File: config.mk
export PLATFORM = sky130hd
export DESIGN_NAME = cla_pipe_addsub
export DESIGN_NICKNAME = d
export VERILOG_FILES = /design/src/rtl/cla_pipe_addsub.sv
export SDC_FILE = /design/constraint.sdc
export NUM_CORES = 1
export LEC_CHECK = 0
export BUFFER_PORTS_ARGS = -buffer_cell sky130_fd_sc_hd__buf_2
export CORE_ASPECT_RATIO = 0.8
export CORE_MARGIN = 2
export CORE_UTILIZATION = 30
export DETAILED_ROUTE_END_ITERATION = 12
export PLACE_DENSITY_LB_ADDON = 0.25
export SETUP_SLACK_MARGIN = 0.4
export SLEW_MARGIN = 10
export SYNTH_ARGS = -nofsm -noshare
export SYNTH_HDL_FRONTEND = slang
export SYNTH_SLANG_ARGS = --single-unit
File: constraint.sdc
create_clock -name clk -period 4.95 [get_ports clk]
set_input_delay 0.495 -clock clk [delete_from_list [all_inputs] [get_ports clk]]
set_output_delay 0.495 -clock clk [all_outputs]
set_load 0.03 [all_outputs]
File: src/rtl/cla_pipe_addsub.sv
// cla_pipe_addsub: parametrised, pipelined carry-lookahead adder/subtractor.
// Each of the STAGES register stages adds one SEG-bit slice. The carry is full
// lookahead inside a GROUP-bit group and ripples from group to group. A
// valid/ready chain gives full throughput and lets bubbles collapse.
module cla_pipe_addsub #(
  parameter int WIDTH  = 32,
  parameter int GROUP  = 4,
  parameter int STAGES = 2
) (
  input  logic             clk,
  input  logic             rst_n,
  input  logic             i_valid,
  output logic             o_ready,
  input  logic [WIDTH-1:0] a,
  input  logic [WIDTH-1:0] b,
  input  logic             cin,
  input  logic             sub,
  output logic             o_valid,
  input  logic             i_ready,
  output logic [WIDTH-1:0] o_sum,
  output logic             o_c,
  output logic             o_ovf,
  output logic             o_zero
);

  localparam int SEG  = WIDTH / STAGES;
  localparam int NGRP = SEG / GROUP;

  // Adds one SEG-bit slice and returns {carry_out, sum}. Each carry inside a
  // group is a sum of products of the group's g/p terms and the group
  // carry-in. The group carry-out feeds the next group.
  function automatic logic [SEG:0] seg_add(input logic [SEG-1:0] x,
                                           input logic [SEG-1:0] y,
                                           input logic ci);
    logic [SEG-1:0] p;
    logic [SEG-1:0] g;
    logic [SEG:0]   c;
    logic           term;
    p    = x ^ y;
    g    = x & y;
    c    = '0;
    c[0] = ci;
    for (int grp = 0; grp < NGRP; grp++) begin
      for (int i = 1; i <= GROUP; i++) begin
        term = c[grp*GROUP];
        for (int k = 0; k < i; k++) term = term & p[grp*GROUP+k];
        c[grp*GROUP+i] = term;
        for (int j = 0; j < i; j++) begin
          term = g[grp*GROUP+j];
          for (int k = j + 1; k < i; k++) term = term & p[grp*GROUP+k];
          c[grp*GROUP+i] = c[grp*GROUP+i] | term;
        end
      end
    end
    return {c[SEG], p ^ c[SEG-1:0]};
  endfunction

  // Subtraction is a + ~b + ~borrow_in, so only B and the carry-in are inverted.
  logic [WIDTH-1:0] b_eff;
  logic             c_in0;
  assign b_eff = sub ? ~b : b;
  assign c_in0 = sub ? ~cin : cin;

  // rdy[s] means stage s may load this edge. rdy[STAGES] is the downstream ready.
  logic [STAGES:0] rdy;
  assign rdy[STAGES] = i_ready;
  assign o_ready     = rdy[0];

  for (genvar s = 0; s < STAGES; s++) begin : stg
    localparam int LO = s * SEG;
    localparam int RW = WIDTH - LO;

    logic [RW-1:0]     src_a;
    logic [RW-1:0]     src_b;
    logic              src_c;
    logic              src_v;
    logic [SEG:0]      res;
    logic [LO+SEG-1:0] sum_d;
    logic [LO+SEG-1:0] sum_q;
    logic              c_q;
    logic              vld_q;

    if (s == 0) begin : src
      assign src_a = a;
      assign src_b = b_eff;
      assign src_c = c_in0;
      assign src_v = i_valid;
      assign sum_d = res[SEG-1:0];
    end else begin : src
      assign src_a = stg[s-1].keep.a_q;
      assign src_b = stg[s-1].keep.b_q;
      assign src_c = stg[s-1].c_q;
      assign src_v = stg[s-1].vld_q;
      assign sum_d = {res[SEG-1:0], stg[s-1].sum_q};
    end

    assign res    = seg_add(src_a[SEG-1:0], src_b[SEG-1:0], src_c);
    assign rdy[s] = !vld_q || rdy[s+1];

    // The valid bit follows upstream whenever this stage can load, so an empty stage refills even while later stages stall.
    always_ff @(posedge clk or negedge rst_n) begin
      if (!rst_n)      vld_q <= 1'b0;
      else if (rdy[s]) vld_q <= src_v;
    end

    // The partial sum and carry load only with a real operation and hold otherwise.
    always_ff @(posedge clk or negedge rst_n) begin
      if (!rst_n) begin
        sum_q <= '0;
        c_q   <= 1'b0;
      end else if (rdy[s] && src_v) begin
        sum_q <= sum_d;
        c_q   <= res[SEG];
      end
    end

    if (s < STAGES - 1) begin : keep
      logic [RW-SEG-1:0] a_q;
      logic [RW-SEG-1:0] b_q;

      // Operand bits not yet added move down the pipe. Consumed bits are dropped here.
      always_ff @(posedge clk or negedge rst_n) begin
        if (!rst_n) begin
          a_q <= '0;
          b_q <= '0;
        end else if (rdy[s] && src_v) begin
          a_q <= src_a[RW-1:SEG];
          b_q <= src_b[RW-1:SEG];
        end
      end
    end

    if (s == STAGES - 1) begin : tail
      logic ovf_q;
      logic zero_q;

      // Flags are registered beside the final sum. The carry into the MSB is recovered as sum ^ a ^ b' at that bit.
      always_ff @(posedge clk or negedge rst_n) begin
        if (!rst_n) begin
          ovf_q  <= 1'b0;
          zero_q <= 1'b0;
        end else if (rdy[s] && src_v) begin
          ovf_q  <= res[SEG] ^ res[SEG-1] ^ src_a[SEG-1] ^ src_b[SEG-1];
          zero_q <= (sum_d == '0);
        end
      end
    end
  end

  assign o_valid = stg[STAGES-1].vld_q;
  assign o_sum   = stg[STAGES-1].sum_q;
  assign o_c     = stg[STAGES-1].c_q;
  assign o_ovf   = stg[STAGES-1].tail.ovf_q;
  assign o_zero  = stg[STAGES-1].tail.zero_q;

endmodule
==> summary.txt <==
Outcome
  • Status: complete, no violations

Floorplanning
  • FP Rows: between 40 and 50
  • Full die area: about 17,000 um2
  • Height of the chip: around 120 um
  • Placeable Area: ~16,000 um2
  • Starting Density: 0.3030
  • Top Ports: between 100 and 150
  • Die width: 144.3 um

Detailed routing
  • DRC: 0
  • Remaining antenna violation count: 0
  • DRT Pass-1 Iters: 4
  • Via count: ~3,300
  • Wire per inst: 14.22 um
  • Final wirelength: between 10 and 15 mm
  • Vias per inst: ~4.4
  • Iter 0 DRT Violations: roughly 140

GRT
  • Antenna violations before repair: 2
  • GRT overflow: 0
  • First-pass GRT wire length: ~17 mm
  • Largest net degree at the start of global routing: 87
  • Number of global-route vias before repair: 3,264
  • GRT Resource Usage Total: 0.1344

Logic synthesis
  • Area contributors post-synth: dfrtp_1 46%, ha_1 11%, mux2_2 9.3%
  • Post-synth EDFFs: 0
  • Post-synth design cell area: 4725 um2
  • Ys flop type: dfrtp_1
  • Async SR Flop Fraction: 1.000
  • Area leader, netlist: dfrtp_1
  • Seq/Total Area, Yosys: 0.4555
  • Mean cell area of the mapped netlist: approximately 11 um2
  • Yosys top cell area share: 0.4555
  • Post-synth cell types: 31
  • Cell count after synthesis: 420
  • FF+latch count, synth: 86
  • Yosys Warn Count: 0
  • Syn_nets: 538

Cells and area
  • Share of cells above drive strength 1: 0.3452
  • Number of fill cells: roughly 1,600
  • Layout overhead on the synthesized area: 24.05%
  • Final instance area: 5861 um2
  • Fin nets: roughly 650
  • Multi-input gate area: 2501 um2
  • Register area: 2152 um2

Power and ir drop
  • Leak: roughly 0.0028 uW
  • Max VDD drop: between 0.1 and 0.15 mV
  • Pwr Density: 476.9 nW/um2
  • P_sw: ~1100 uW
  • Internal power: approximately 1700 uW
  • Sequential power share: 0.372
  • Switching share of power: 0.3823
  • Clk pwr share: 0.236
  • Comb pwr share: 0.392

Place
  • Port buffer count: 106
  • DP Wirelength: roughly 8.1 mm
  • Routability cong.: around 0.76
  • Placed Area: ~5500 um2

Timing
  • Crit share post-route: 0.9093
  • Clock Skews: ~0.009 ns
  • FMAX: around 220 MHz
  • Worst slew pin tran: 0.9526 ns
  • WHS: 0.2118 ns
  • Setup TNS: 0 ns
  • Pins Over Slew Limit: 0
  • Final setup viols: 0
  • Max-slew headroom: 0.3627
  • Final Hold Fails: 0
  • RSZ-0062 raised after global routing: true
  • Tmin final: ~4.5 ns

Clock tree
  • CTS sink cnt: 86
  • CTS Buf Count: 9
  • H-tree Lvls: 3
  • Worst-skew pair later-pin latency: between 0.3 and 0.4 ns
  • Clock Tree Buf Depth: 2
  • Clock transition at path regs: 0.06 ns
  • Root Buffer: clkbuf_16
  • CTS tree: yes

Worst setup path
  • Critical Path Source Type: register
  • FF-to-FF End: o_zero
  • Arr. time, crit path: 4.78 ns
  • Worst Path Max Fanout: 2
  • R2R Setup Slk: about 0.45 ns
  • Critical path class: register to register
  • Reg2reg start: stg[0].keep.b_q[0]
  • Critical Path RT: between 5 and 6 ns
  • Reg2reg path depth: 19
  • Setup crit end kind: register

Hold path
  • Worst hold path class: input port to asynchronous set/reset pin

Run
  • Max_cap viols: 0
## per-layer routing
| metal | GRT usage | vias up | part of all wire |
|---|---|---|---|
| met2 | 0.2019 | 64 | 0.45 |
| met3 | 0.03854 | 15 | 0.042 |
| li1 | - | 1650 | - |
| met4 | 0.05566 | 0 | 0.025 |
| met1 | 0.1828 | 1569 | 0.49 |
| met5 | 0 | - | 0 |
## cell type report
class	instances	area share
diodes	2	0.0008540
clock buffers	12	0.04035
clock inverters	4	0.008113
inverters	16	0.01025
multi-input cells	302	0.4268
flip-flops and latches	86	0.3672
well taps	215	0.04590
repair buffers	113	0.1006
## sequential cells by signal (all words and copies together) (netlist names)
| register | cells |
|---|---|
| o_ovf | 1 |
| stg.vld_q | 1 |
| stg.keep.a_q | 16 |
| stg.sum_q | 16 |
| o_valid | 1 |
| o_c | 1 |
| o_zero | 1 |
| stg.c_q | 1 |
| stg.keep.b_q | 16 |
| o_sum | 32 |
## how the worst max path moves through the flow
stage / from / endpoint / slack (ns) / depth (start not counted)
3_3_place_gp: b[0] / stg[0].c_q / 0.34 / 24
2_1_floorplan: sub / stg[0].c_q / 0.41 / 25
5_1_grt: stg[0].keep.b_q[0] / o_zero / 0.11 / 19
3_5_place_dp: b[0] / stg[0].c_q / 0.26 / 24
4_1_cts: stg[0].keep.a_q[0] / o_zero / 0.42 / 19
6_report: stg[0].keep.b_q[0] / o_zero / 0.45 / 19
## power groups by stage
stage / Clock, uW / Sequential [uW] / Combinational [uW]
after floorplan: 0 / 1270 / 503
after global placement: 0 / 1050 / 1070
after detailed placement: 0 / 1060 / 1080
after CTS: 686 / 1050 / 1090
final: 659 / 1040 / 1100
after global routing: 713 / 1070 / 1210
## cells in the final DEF (no fill, tap or decap), drive strengths merged, types with 8 or more instances in the layout
cell type / netlist / layout
ha: 40 / 40
xnor2: 31 / 31
dfrtp: 86 / 86
nand2: 53 / 53
buf: 5 / 113
fa: 8 / 8
mux2: 39 / 39
clkbuf: 11 / 12
inv: 16 / 16
nand2b: 8 / 8
xor2: 23 / 23
o21ai: 45 / 45
## cell usage after synthesis, drive strengths merged, types with 2 or more instances
cell type  number
nor4            4
dfrtp          86
buf             5
xnor2          31
a21o            7
nand2          53
nand4           2
clkbuf         11
xor2           23
o211ai          4
nand2b          8
nand3           2
o211a           2
or2             2
mux2           39
nor2            5
or3             3
nand3b          3
fa              8
nor4b           2
a21oi           7
o21a            7
ha             40
inv            16
o21ai          45
## stage by stage
step,std cells,power [uW],utilization,setup slack (ns)
after floorplan,420,1776,-,0.4116
after global placement,728,2119,0.3519,0.3373
after detailed placement,728,2141,0.3519,0.2625
after CTS,745,2825,0.3710,0.4165
after global routing,749,2995,0.3756,0.1099
final,750,2795,0.3758,0.4491
## what timing repair did
| action | in CTS | in global routing |
|---|---|---|
| gates resized for setup | 1 | 11 |
| pin swaps | 3 | 13 |
| hold buffers | 0 | 0 |
| setup buffers | 1 | 3 |
| hold endpoints to repair | 0 | 0 |
| setup endpoints to repair | 1 | 4 |
## cell families (layout without fill, tap and decap cells)
| kind of cell | Yosys count | in the layout | synth area share |
|---|---|---|---|
| compound gates | 75 | 75 | 0.09296 |
| xor+xnor | 54 | 54 | 0.1001 |
| fa+ha+maj | 48 | 48 | 0.1398 |
| buf+inv | 32 | 145 | 0.02675 |
| flops | 86 | 86 | 0.4555 |
| mux | 39 | 39 | 0.09296 |
| other cells | 0 | 2 | 0 |
| simple gates | 86 | 86 | 0.09190 |
## worst max-delay path, cell delays in order, from the launching register on
cell and delay, ns:
dfrtp_1 0.38, ha_1 0.30, ha_2 0.18, o211ai_1 0.17, nand2_1 0.11, a21o_1 0.19, ha_2 0.18, o211ai_1 0.15
nand2_1 0.10, a21o_1 0.20, ha_2 0.18, o211ai_1 0.21, nand3b_1 0.17, a21o_1 0.23, fa_1 0.51, nor4b_2 0.25
nand2_1 0.09, or4_4 0.44, nor4b_4 0.27, a22o_1 0.16
No activity file was read; power rests on OpenSTA's default activity.
